$ cat src/rtl/match_ctrl.sv
// Match sequencer for pong: runs serve / play / point / pause / game-over flow,
// owns both player scores and gates the ball engine via play_en and serve_req.
module match_ctrl #(
    parameter int WIN_SCORE   = 9,
    parameter int SERVE_TICKS = 1500,
    parameter int POINT_TICKS = 750,
    parameter int FLASH_TICKS = 375,
    parameter int CNTWIDTH    = 16
) (
    input  logic       clk,
    input  logic       reset,
    input  logic       tick,
    input  logic       start,
    input  logic       out_left,
    input  logic       out_right,
    output logic [2:0] state,
    output logic       play_en,
    output logic       serve_req,
    output logic       serve_dir,
    output logic [3:0] score_p1,
    output logic [3:0] score_p2,
    output logic       game_over,
    output logic       winner,
    output logic       flash
);

    typedef enum logic [2:0] {
        ST_IDLE       = 3'd0,
        ST_SERVE_WAIT = 3'd1,
        ST_PLAY       = 3'd2,
        ST_POINT      = 3'd3,
        ST_PAUSED     = 3'd4,
        ST_GAME_OVER  = 3'd5
    } state_t;

    localparam logic [CNTWIDTH-1:0] SERVE_LD = CNTWIDTH'(SERVE_TICKS);
    localparam logic [CNTWIDTH-1:0] POINT_LD = CNTWIDTH'(POINT_TICKS);
    localparam logic [CNTWIDTH-1:0] FLASH_LD = CNTWIDTH'(FLASH_TICKS);
    localparam logic [CNTWIDTH-1:0] CNT_ONE  = CNTWIDTH'(1);
    localparam logic [3:0]          WIN_LD   = 4'(WIN_SCORE);

    state_t              state_q, state_d;
    logic [CNTWIDTH-1:0] cnt_q, cnt_d;
    logic [3:0]          score_p1_q, score_p1_d;
    logic [3:0]          score_p2_q, score_p2_d;
    logic                serve_dir_q, serve_dir_d;
    logic                serve_req_q, serve_req_d;
    logic                play_en_q, play_en_d;
    logic                game_over_q, game_over_d;
    logic                winner_q, winner_d;
    logic                flash_q, flash_d;
    logic                start_q, start_d;

    logic                start_e;
    logic                left_only;
    logic                right_only;
    logic                any_out;
    logic                cnt_last;
    logic [3:0]          p1_inc;
    logic [3:0]          p2_inc;

    assign start_e    = start & ~start_q;
    assign left_only  = out_left & ~out_right;
    assign right_only = out_right & ~out_left;
    assign any_out    = out_left | out_right;
    assign cnt_last   = (cnt_q == CNT_ONE);
    assign p1_inc     = score_p1_q + 4'd1;
    assign p2_inc     = score_p2_q + 4'd1;

    always_comb begin
        state_d     = state_q;
        cnt_d       = cnt_q;
        score_p1_d  = score_p1_q;
        score_p2_d  = score_p2_q;
        serve_dir_d = serve_dir_q;
        serve_req_d = 1'b0;
        winner_d    = winner_q;
        flash_d     = flash_q;
        start_d     = start;

        unique case (state_q)
            ST_IDLE: begin
                if (start_e) begin
                    score_p1_d  = 4'd0;
                    score_p2_d  = 4'd0;
                    serve_dir_d = 1'b0;
                    cnt_d       = SERVE_LD;
                    state_d     = ST_SERVE_WAIT;
                end
            end

            ST_SERVE_WAIT: begin
                if (tick) begin
                    if (cnt_last) begin
                        serve_req_d = 1'b1;
                        state_d     = ST_PLAY;
                    end else begin
                        cnt_d = cnt_q - CNT_ONE;
                    end
                end
            end

            ST_PLAY: begin
                // Simultaneous out pulses cancel; a score always beats a start edge.
                if (left_only) begin
                    score_p2_d  = p2_inc;
                    serve_dir_d = 1'b1;
                    if (p2_inc == WIN_LD) begin
                        winner_d = 1'b1;
                        flash_d  = 1'b1;
                        cnt_d    = FLASH_LD;
                        state_d  = ST_GAME_OVER;
                    end else begin
                        cnt_d   = POINT_LD;
                        state_d = ST_POINT;
                    end
                end else if (right_only) begin
                    score_p1_d  = p1_inc;
                    serve_dir_d = 1'b0;
                    if (p1_inc == WIN_LD) begin
                        winner_d = 1'b0;
                        flash_d  = 1'b1;
                        cnt_d    = FLASH_LD;
                        state_d  = ST_GAME_OVER;
                    end else begin
                        cnt_d   = POINT_LD;
                        state_d = ST_POINT;
                    end
                end else if (start_e && !any_out) begin
                    state_d = ST_PAUSED;
                end
            end

            ST_PAUSED: begin
                if (start_e) begin
                    state_d = ST_PLAY;
                end
            end

            ST_POINT: begin
                if (tick) begin
                    if (cnt_last) begin
                        cnt_d   = SERVE_LD;
                        state_d = ST_SERVE_WAIT;
                    end else begin
                        cnt_d = cnt_q - CNT_ONE;
                    end
                end
            end

            ST_GAME_OVER: begin
                // A restart takes priority over the flash timer on the same cycle.
                if (start_e) begin
                    score_p1_d  = 4'd0;
                    score_p2_d  = 4'd0;
                    serve_dir_d = 1'b0;
                    flash_d     = 1'b0;
                    cnt_d       = SERVE_LD;
                    state_d     = ST_SERVE_WAIT;
                end else if (tick) begin
                    if (cnt_last) begin
                        flash_d = ~flash_q;
                        cnt_d   = FLASH_LD;
                    end else begin
                        cnt_d = cnt_q - CNT_ONE;
                    end
                end
            end

            default: begin
                state_d = ST_IDLE;
            end
        endcase

        play_en_d   = (state_d == ST_PLAY);
        game_over_d = (state_d == ST_GAME_OVER);
    end

    // start_q resets high so a button held through reset release is not an edge.
    always_ff @(posedge clk or negedge reset) begin
        if (!reset) begin
            state_q     <= ST_IDLE;
            cnt_q       <= '0;
            score_p1_q  <= 4'd0;
            score_p2_q  <= 4'd0;
            serve_dir_q <= 1'b0;
            serve_req_q <= 1'b0;
            play_en_q   <= 1'b0;
            game_over_q <= 1'b0;
            winner_q    <= 1'b0;
            flash_q     <= 1'b0;
            start_q     <= 1'b1;
        end else begin
            state_q     <= state_d;
            cnt_q       <= cnt_d;
            score_p1_q  <= score_p1_d;
            score_p2_q  <= score_p2_d;
            serve_dir_q <= serve_dir_d;
            serve_req_q <= serve_req_d;
            play_en_q   <= play_en_d;
            game_over_q <= game_over_d;
            winner_q    <= winner_d;
            flash_q     <= flash_d;
            start_q     <= start_d;
        end
    end

    assign state     = state_q;
    assign play_en   = play_en_q;
    assign serve_req = serve_req_q;
    assign serve_dir = serve_dir_q;
    assign score_p1  = score_p1_q;
    assign score_p2  = score_p2_q;
    assign game_over = game_over_q;
    assign winner    = winner_q;
    assign flash     = flash_q;

endmodule

$ cat config.mk
export PLATFORM = sky130hd
export DESIGN_NAME = match_ctrl
export DESIGN_NICKNAME = d
export VERILOG_FILES = /design/src/rtl/match_ctrl.sv
export SDC_FILE = /design/constraint.sdc
export NUM_CORES = 1
export LEC_CHECK = 0
export ABC_AREA = 1
export CAP_MARGIN = 20
export CELL_PAD_IN_SITES_DETAIL_PLACEMENT = 1
export CELL_PAD_IN_SITES_GLOBAL_PLACEMENT = 1
export CORE_ASPECT_RATIO = 0.75
export CORE_MARGIN = 5
export CORE_UTILIZATION = 46
export CTS_BUF_LIST = sky130_fd_sc_hd__clkbuf_2
export DETAILED_ROUTE_END_ITERATION = 6
export PLACE_DENSITY = 0.9
export SYNTH_ARGS = -nofsm -noshare
export SYNTH_HDL_FRONTEND = slang
export SYNTH_SLANG_ARGS = --single-unit
export TNS_END_PERCENT = 100
$ cat constraint.sdc
create_clock -name clk -period 5.1 [get_ports clk]
set_input_delay 1.275 -clock clk [delete_from_list [all_inputs] [get_ports clk]]
set_output_delay 1.275 -clock clk [all_outputs]
set_load 0.05 [all_outputs]
* Yosys cells after proc, flatten, opt, wreduce, memory -nomap -nowiden
Cells that the tools add are included.
Storage, ports and cells: bits in writable memories 0, input port bits 6, register bits after elaboration 34, output and inout port bits 17, memory bits (read-only) 0, logic and storage cells 110, memories kept 0, latch bits 0
Cells by class: bitwise logic cells 8, $lt $le $gt $ge 0, shifts and indexed selects 0, multipliers 0, multiplexer cells 49, div/mod/pow operators 0, equality and inequality tests 24, reduce and logical (&&, ||, !) cells 15, $add $sub $neg 3
Operators with widths (number):
- 2-to-1 mux 16 bit | 10
- case mux 16 bit (5 select lines) | 1
- 2-to-1 mux 3 bit | 11
- 2-to-1 mux 10 bit | 2
- == test 16 x 1 -> 1 bit (second input constant) | 1
- 2-to-1 mux 1 bit | 16
- 2-to-1 mux 4 bit | 4
- case mux 4 bit (2 select lines) | 2
- subtractor 16 x 1 -> 16 bit (second input constant) | 1
- != test 3 bit (second input constant) | 5
- case mux 3 bit (5 select lines) | 1
- != test 2 bit (second input constant) | 7
- == test 3 x 2 -> 1 bit (second input constant) | 3
- == test 3 bit (second input constant) | 3
- adder 4 x 1 -> 4 bit (second input constant) | 2
- == test 4 bit (second input constant) | 2
- AND reduction 4 bit | 2
- nonzero test 2 bit | 4
- AND reduction 7 bit | 1
- AND reduction 3 bit | 2
- AND reduction 6 bit | 1
- nonzero test 5 bit | 1
- != test 2 x 1 -> 1 bit (second input constant) | 2
- inverter 1 bit | 4
- 8 further kinds | 11

* Depth between registers and ports, before layout
Gate-level depths: netlist (run 1).
word-level depth 8, depth in mapped cells 12, depth with buffers taken out 12

* Worst setup path after synthesis (run 1)
OpenSTA, ideal clock, no wires.
kind in2reg, from input port out_left, to register cnt_q[14], buffers on the path 1, arrival 2315 ps, setup time 117 ps, data required time 4983 ps, stages 11, path slack 2668 ps, cell sequence inv_1 -> ha_1 -> nor2_1 -> nor2_4 -> nand3_4 -> inv_2 -> buf_6 -> nand2_2 -> nand2_1 -> nand2_1 -> nor2_1
Between the ends: cells in the longest elaborated chain, start to end 4, elaborated cells between the ends (all ways) 7, those cells by class eq/ne: 1; mux: 2; bitwise: 3; reduce/logical: 1
Ends and longest elaborated chain:
- from (decl) | line 14 | input logic out_left,
- inverter 1 bit | line 64 | assign right_only = out_right & ~out_left;
- AND 1 bit | line 64
- != test 3 bit (no line)
- AND reduction 7 bit (no line)
- to (signal assigned) | line 195 | cnt_q <= cnt_d;
- to (decl) | line 43 | logic [CNTWIDTH-1:0] cnt_q, cnt_d;
Parallel ways exist; a longest one is shown, timed or not. A chain may end at the register's enable or synchronous reset.

* Worst setup path in the final report (run 1)
from register state_q[0] (netlist: state[0]), to output port state[0]
RTL lines:
- from (decl) | line 42 | state_t state_q, state_d;
- from (signal assigned) | line 194 | state_q <= state_d;
- to (decl) | line 16 | output logic [2:0] state,
No word-level cell between the ends.

==> flow_summary.yaml, run 1 <==
worst_setup_path:
  cpLargestDelayFamily: "buffers and inverters"
  cp.arrival_ns: 1.86
  r2r_setup_slack_ns: 3.05
  start_kind: "register"
  cp.required_ns: 3.83
  worstSetupPathType: "register to output port"
  critPathMaxStageDelay_ns: 0.87
  crit_fanout: 9
  critPathBufInv: 1
  crit_path_top_delay_cell: "clkdlybuf4s50_1"
  r2r-end: "cnt_q[3]$_DFFE_PN0P_"
  cp-end-kind: "output port"
  timing.rr.start: "state[1]$_DFF_PN0_"
  crit_chain: "clkdlybuf4s50_1"
  reg2regPathDepth: 10
  cp_num_cells: 1
timing:
  fin_tns_setup_ns: 0
  final.period_utilization_pct: 61.4
  finalHoldViolCount: 0
  rsz0062_at_grt: "false"
  tightest_slew_ns: 0.502
  finalClockSkew_ns: 0.0112
  drv_slew: 0
  slew_headroom_pct: 66.4
  fmax_mhz: 319
  min_period_ns: 3.13
  final-setup-viol-count: 0
cts:
  ctsResizeCount: 0
  cts_made_buffers: 5
  clk_latency_ns: 0.40
  cts.reportedPaths.clkPinSlew_ns: 0.18
  clock_path_buffers: 2
  htreeDepth: 2
  postCtsSetupBuffers: 0
  cts_tree: "yes"
  ctsHoldBuffers: 0
  cts_num_sinks: 34
  cts_root_buf: "clkbuf_2"
drt:
  antenna_left: 0
  wl_per_cell_um: 15.0
  drc: 0
  num_vias: 2361
  via_per_inst: 5.18
  wl_mm: 6.84
  drtIter0Drc: 168
  dr.pass1.iters: 4
finish:
  multi_input_area_um2: 1290
  fillCellCount: 661
  final_area_um2: 2730
  drive_above_1_share_pct: 7.55
  fin_nets: 398
  diodes: 0
  seq_area_um2: 852
  area_delta_synth_final_pct: 13.6
global_route:
  grt_overflow_total: 0
  grt_antenna_before_repair: 0
  grt_pass1_vias: 2450
  grt_pass1_wl_mm: 12.0
  track_usage_pct: 22.6
  grt_start_max_net_pins: 35
floorplanning:
  dieWidth_um: 93.4
  coreArea_um2: 4980
  die_h_um: 72.6
  dieArea_um2: 6780
  ios: 23
  rows: 22
  start_util_pct: 48.2
power_and_ir_drop:
  combPwrFrac_pct: 55.3
  pwr-share-clk_pct: 10.5
  leakage_nw: 1.44
  cellInternalPower_uw: 607
  seqPwrFrac_pct: 34.3
  swShare_pct: 52.3
  p_switching_uw: 664
  peakVddDrop_mv: 0.272
  p_per_area_nw_per_um2: 466
logic_synthesis:
  syn_area_um2: 2400
  yosys_warnings: 0
  post-synth-top-count-cell: "nand2_1"
  ys_ff_latch: 34
  synth_edf_count: 0
  syn_avg_cell_area_um2: 6.74
  synth_top_area_share_pct: 34.4
  synth.distinct_cells: 30
  synth_common_cells: "nand2_1, inv_1, nor2_1"
  syn_inst: 356
  synth_ff_type: "dfrtp_1"
  synth.area.top_cells: "dfrtp_1, nand2_1, inv_1"
  synth_nets: 371
  seq_area_frac_synth_pct: 35.5
  synth.largest_area_cell: "dfrtp_1"
  ys_async_sr_fraction_pct: 100
hold_path:
  hold_depth: 2
  holdCritPathClass: "register to register"
  worstHoldEndpoint: "winner$_DFFE_PN0P_"
  hp-start: "winner$_DFFE_PN0P_"
place:
  gp_congestion: 0.854
  placed_area_um2: 2690
  hpwl_mm: 5.43
  io_buffers: 22
run_status:
  outcome: "complete, no violations"
run:
  max-cap-violations: 0
==> routing by layer <==
| metal | global-route usage, % | share of wire, % |
|---|---|---|
| met1 | 33.4 | 52 |
| met2 | 34.0 | 43 |
| met3 | 4.35 | 3.8 |
| met4 | 5.69 | 1.1 |
| met5 | 0 | 0 |
==> sequential cells by signal (all words and copies together) (netlist names) <==
name,flops
play_en,1
cnt_q,16
flash,1
serve_req,1
start_q,1
score_p2,4
score_p1,4
serve_dir,1
game_over,1
winner,1
state,3
==> cell families (layout without fill, tap and decap cells) <==
group | Yosys count | in the layout | share of synthesized area [%]
buffers and inverters | 64 | 92 | 10.8
flip-flops | 34 | 34 | 35.5
adder cells (fa/ha/maj) | 9 | 9 | 4.69
AO/OA/AOI/OAI | 41 | 41 | 9.70
AND/OR/NAND/NOR | 202 | 202 | 37.1
XOR/XNOR | 6 | 6 | 2.19
==> metrics by stage <==
stage | std cells | setup WS [ns] | power, mW | util, % | hold slack [ns]
after floorplan | 356 | 2.67 | 0.922 | - | 0.471
after global placement | 448 | 1.87 | 1.10 | 53.9 | 0.491
after detailed placement | 448 | 1.76 | 1.13 | 53.9 | 0.495
after CTS | 456 | 1.97 | 1.27 | 54.7 | 0.544
after global routing | 456 | 1.89 | 1.38 | 54.7 | 0.593
final | 456 | 1.97 | 1.27 | 54.7 | 0.527
==> area by class of cell <==
| class | count | area share [%] |
|---|---|---|
| multi-input cells | 258 | 47.3 |
| flip-flops and latches | 34 | 31.3 |
| inverters | 61 | 8.40 |
| repair buffers | 23 | 8.35 |
| well taps | 72 | 3.30 |
| clock buffers | 6 | 1.10 |
| clock inverters | 2 | 0.321 |
==> power by group through the flow <==
stage | sequential [mW] | clock, mW | combinational, mW
6_report | 0.435 | 0.133 | 0.702
5_1_grt | 0.448 | 0.148 | 0.782
4_1_cts | 0.434 | 0.135 | 0.701
3_5_place_dp | 0.439 | 0 | 0.695
3_3_place_gp | 0.436 | 0 | 0.664
2_1_floorplan | 0.544 | 0 | 0.378
==> how the worst max path moves through the flow <==
stage	slack [ns]	end	start
after global placement	1.87	cnt_q[3]$_DFFE_PN0P_	out_left
after detailed placement	1.76	cnt_q[10]$_DFFE_PN0P_	start
after floorplan	2.67	cnt_q[14]$_DFFE_PN0P_	out_left
after CTS	1.97	state[0]	state[0]$_DFF_PN0_
after global routing	1.89	state[0]	state[0]$_DFF_PN0_
final	1.97	state[0]	state[0]$_DFF_PN0_
==> cells in the final DEF, fill, tap and decap left out, types with 3 or more instances in the layout <==
cell type        instances
nand2_1                105
inv_1                   58
nor2_1                  44
dfrtp_1                 33
nand3_1                 25
o21ai_0                 22
clkdlybuf4s50_1         22
a21oi_1                  9
ha_1                     9
nor3_1                   6
xor2_1                   6
clkbuf_2                 6
nand2_2                  5
inv_2                    3
nand3_2                  3
nand4_1                  3
nor2_2                   3
nor2_4                   3
o211ai_1                 3
a21boi_0                 3
Power figures use the tool's default switching activity.
==> run 2: changes to the inputs <==
Settings changed: CORE_UTILIZATION 46 to 38, PLACE_DENSITY 0.9 to 0.8.
Clock period 5.1 ns to 2.65 ns, I/O delays scaled along.
==> flow_summary.yaml, run 2 (synthesis results as in run 1) <==
run_status:
  outcome: "complete, no violations"
cts:
  cts.reportedPaths.clkPinSlew_ns: 0.20
  ctsResizeCount: 0
  clk_latency_ns: 0.40
  postCtsSetupBuffers: 0
  cts_tree: "yes"
  cts_made_buffers: 5
  cts_num_sinks: 34
  clock_path_buffers: 2
  htreeDepth: 2
  ctsHoldBuffers: 0
  cts_root_buf: "clkbuf_2"
power_and_ir_drop:
  p_switching_mw: 1.26
  p_per_area_nw_per_um2: 882
  seqPwrFrac_pct: 34.6
  combPwrFrac_pct: 54.9
  cellInternalPower_mw: 1.17
  p_total_mw: 2.43
  swShare_pct: 51.8
  leakage_nw: 1.45
  peakVddDrop_mv: 0.394
  pwr-share-clk_pct: 10.5
place:
  io_buffers: 22
  placed_cells: 460
  hpwl_mm: 5.51
  gp_congestion: 0.847
finish:
  mostFrequentLayoutCells: "nand2_1, inv_1, nor2_1"
  fin_nets: 401
  top_register: "cnt_q"
  seq_area_um2: 852
  fin_util_pct: 44.3
  mostFrequentLayoutCell: "nand2_1"
  layoutNonFillerInstCount: 468
  largest_reg_flops: 16
  multi_input_area_um2: 1290
  drive_above_1_share_pct: 8.53
  fillCellCount: 844
  area_delta_synth_final_pct: 14.8
  diodes: 0
floorplanning:
  coreArea_um2: 6220
  dieWidth_um: 102
  dieArea_um2: 8020
  ios: 23
  start_util_pct: 38.6
  rows: 25
  die_h_um: 78.8
timing:
  finalHoldViolCount: 0
  final-setup-viol-count: 0
  finalClockSkew_ns: 0.0257
  fin_hold_ws_ns: 0.302
  tightest_slew_ns: 0.779
  rsz0062_at_grt: "false"
  min_period_ns: 2.52
  drv_slew: 0
  fmax_mhz: 397
  fin_tns_setup_ns: 0
  final.period_utilization_pct: 95.1
  slew_headroom_pct: 48.0
worst_setup_path:
  r2r_setup_slack_ns: 0.72
  start_kind: "register"
  cp.required_ns: 1.99
  worstSetupPathType: "register to output port"
  critPathMaxStageDelay_ns: 0.88
  cp-end-kind: "output port"
  cp.arrival_ns: 1.86
  critPathBufInv: 1
  reg2regPathDepth: 10
  crit_chain: "clkdlybuf4s50_1"
  crit_fanout: 9
  timing.rr.start: "cnt_q[12]$_DFFE_PN0P_"
  r2r-end: "cnt_q[15]$_DFFE_PN0P_"
  crit_path_top_delay_cell: "clkdlybuf4s50_1"
  cpLargestDelayFamily: "buffers and inverters"
drt:
  wl_per_cell_um: 14.6
  wl_mm: 6.84
  num_vias: 2330
  drtIter0Drc: 111
  drc: 0
  via_per_inst: 4.98
  dr.pass1.iters: 4
  antenna_left: 0
global_route:
  grt_start_max_net_pins: 35
  grt_antenna_before_repair: 0
  grt_pass1_wl_mm: 11.8
  grt_overflow_total: 0
  track_usage_pct: 18.7
  grt_pass1_vias: 2362
run:
  max-cap-violations: 0
hold_path:
  holdCritPathClass: "input port to asynchronous set/reset pin"
==> run 2: changes by cell type in the layout (fill, tap and decap cells not counted) <==
cell             before  now
buf_2                 0    1
buf_4                 1    4
clkdlybuf4s50_1      22   21
==> run 2: area by class of cell <==
cell class	count	area share, %
clock inverter	2	0.318
sequential	34	30.9
clock buffer	6	1.09
inverter	61	8.31
multi-input combinational	258	46.8
timing repair buffer	26	8.90
tap	81	3.68
==> run 2: through the flow <==
| step | setup slack [ns] | area (um2) |
|---|---|---|
| 4_1_cts | 0.105 | 2760 |
| 3_5_place_dp | 0.0593 | 2720 |
| 3_3_place_gp | 0.149 | 2720 |
| 2_1_floorplan | 0.814 | 2400 |
| 6_report | 0.129 | 2760 |
| 5_1_grt | 0.0496 | 2760 |
==> run 2: worst max path at each step <==
stage | start | depth (start not counted) | slack, ns | to
2_1_floorplan | state[0]$_DFF_PN0_ | 11 | 0.81 | cnt_q[4]$_DFFE_PN0P_
3_3_place_gp | out_left | 10 | 0.15 | cnt_q[3]$_DFFE_PN0P_
3_5_place_dp | out_right | 10 | 0.06 | cnt_q[10]$_DFFE_PN0P_
4_1_cts | state[0]$_DFF_PN0_ | 1 | 0.10 | state[0]
5_1_grt | state[0]$_DFF_PN0_ | 1 | 0.05 | state[0]
6_report | state[0]$_DFF_PN0_ | 1 | 0.13 | state[0]
==> run 2: per-layer routing <==
| layer | vias up | track usage (%) | share of wire (%) |
|---|---|---|---|
| li1 | 1167 | - | - |
| met1 | 1117 | 28.2 | 52 |
| met2 | 41 | 27.9 | 42 |
| met3 | 5 | 3.16 | 4.7 |
| met4 | 0 | 4.12 | 0.86 |
| met5 | - | 0 | 0 |
==> run 2: power groups by stage <==
stage	registers, mW	clock network, mW	logic (mW)
CTS	0.842	0.266	1.34
floorplan	1.05	0	0.728
global route	0.872	0.288	1.49
finish	0.841	0.256	1.33
detailed placement	0.852	0	1.34
global placement	0.843	0	1.29
==> run 3: changes to the inputs <==
Settings changed: SLEW_MARGIN set to 25.
==> results of run 3 <==
The final DEF is identical to that of run 2; final timing and power are the same.
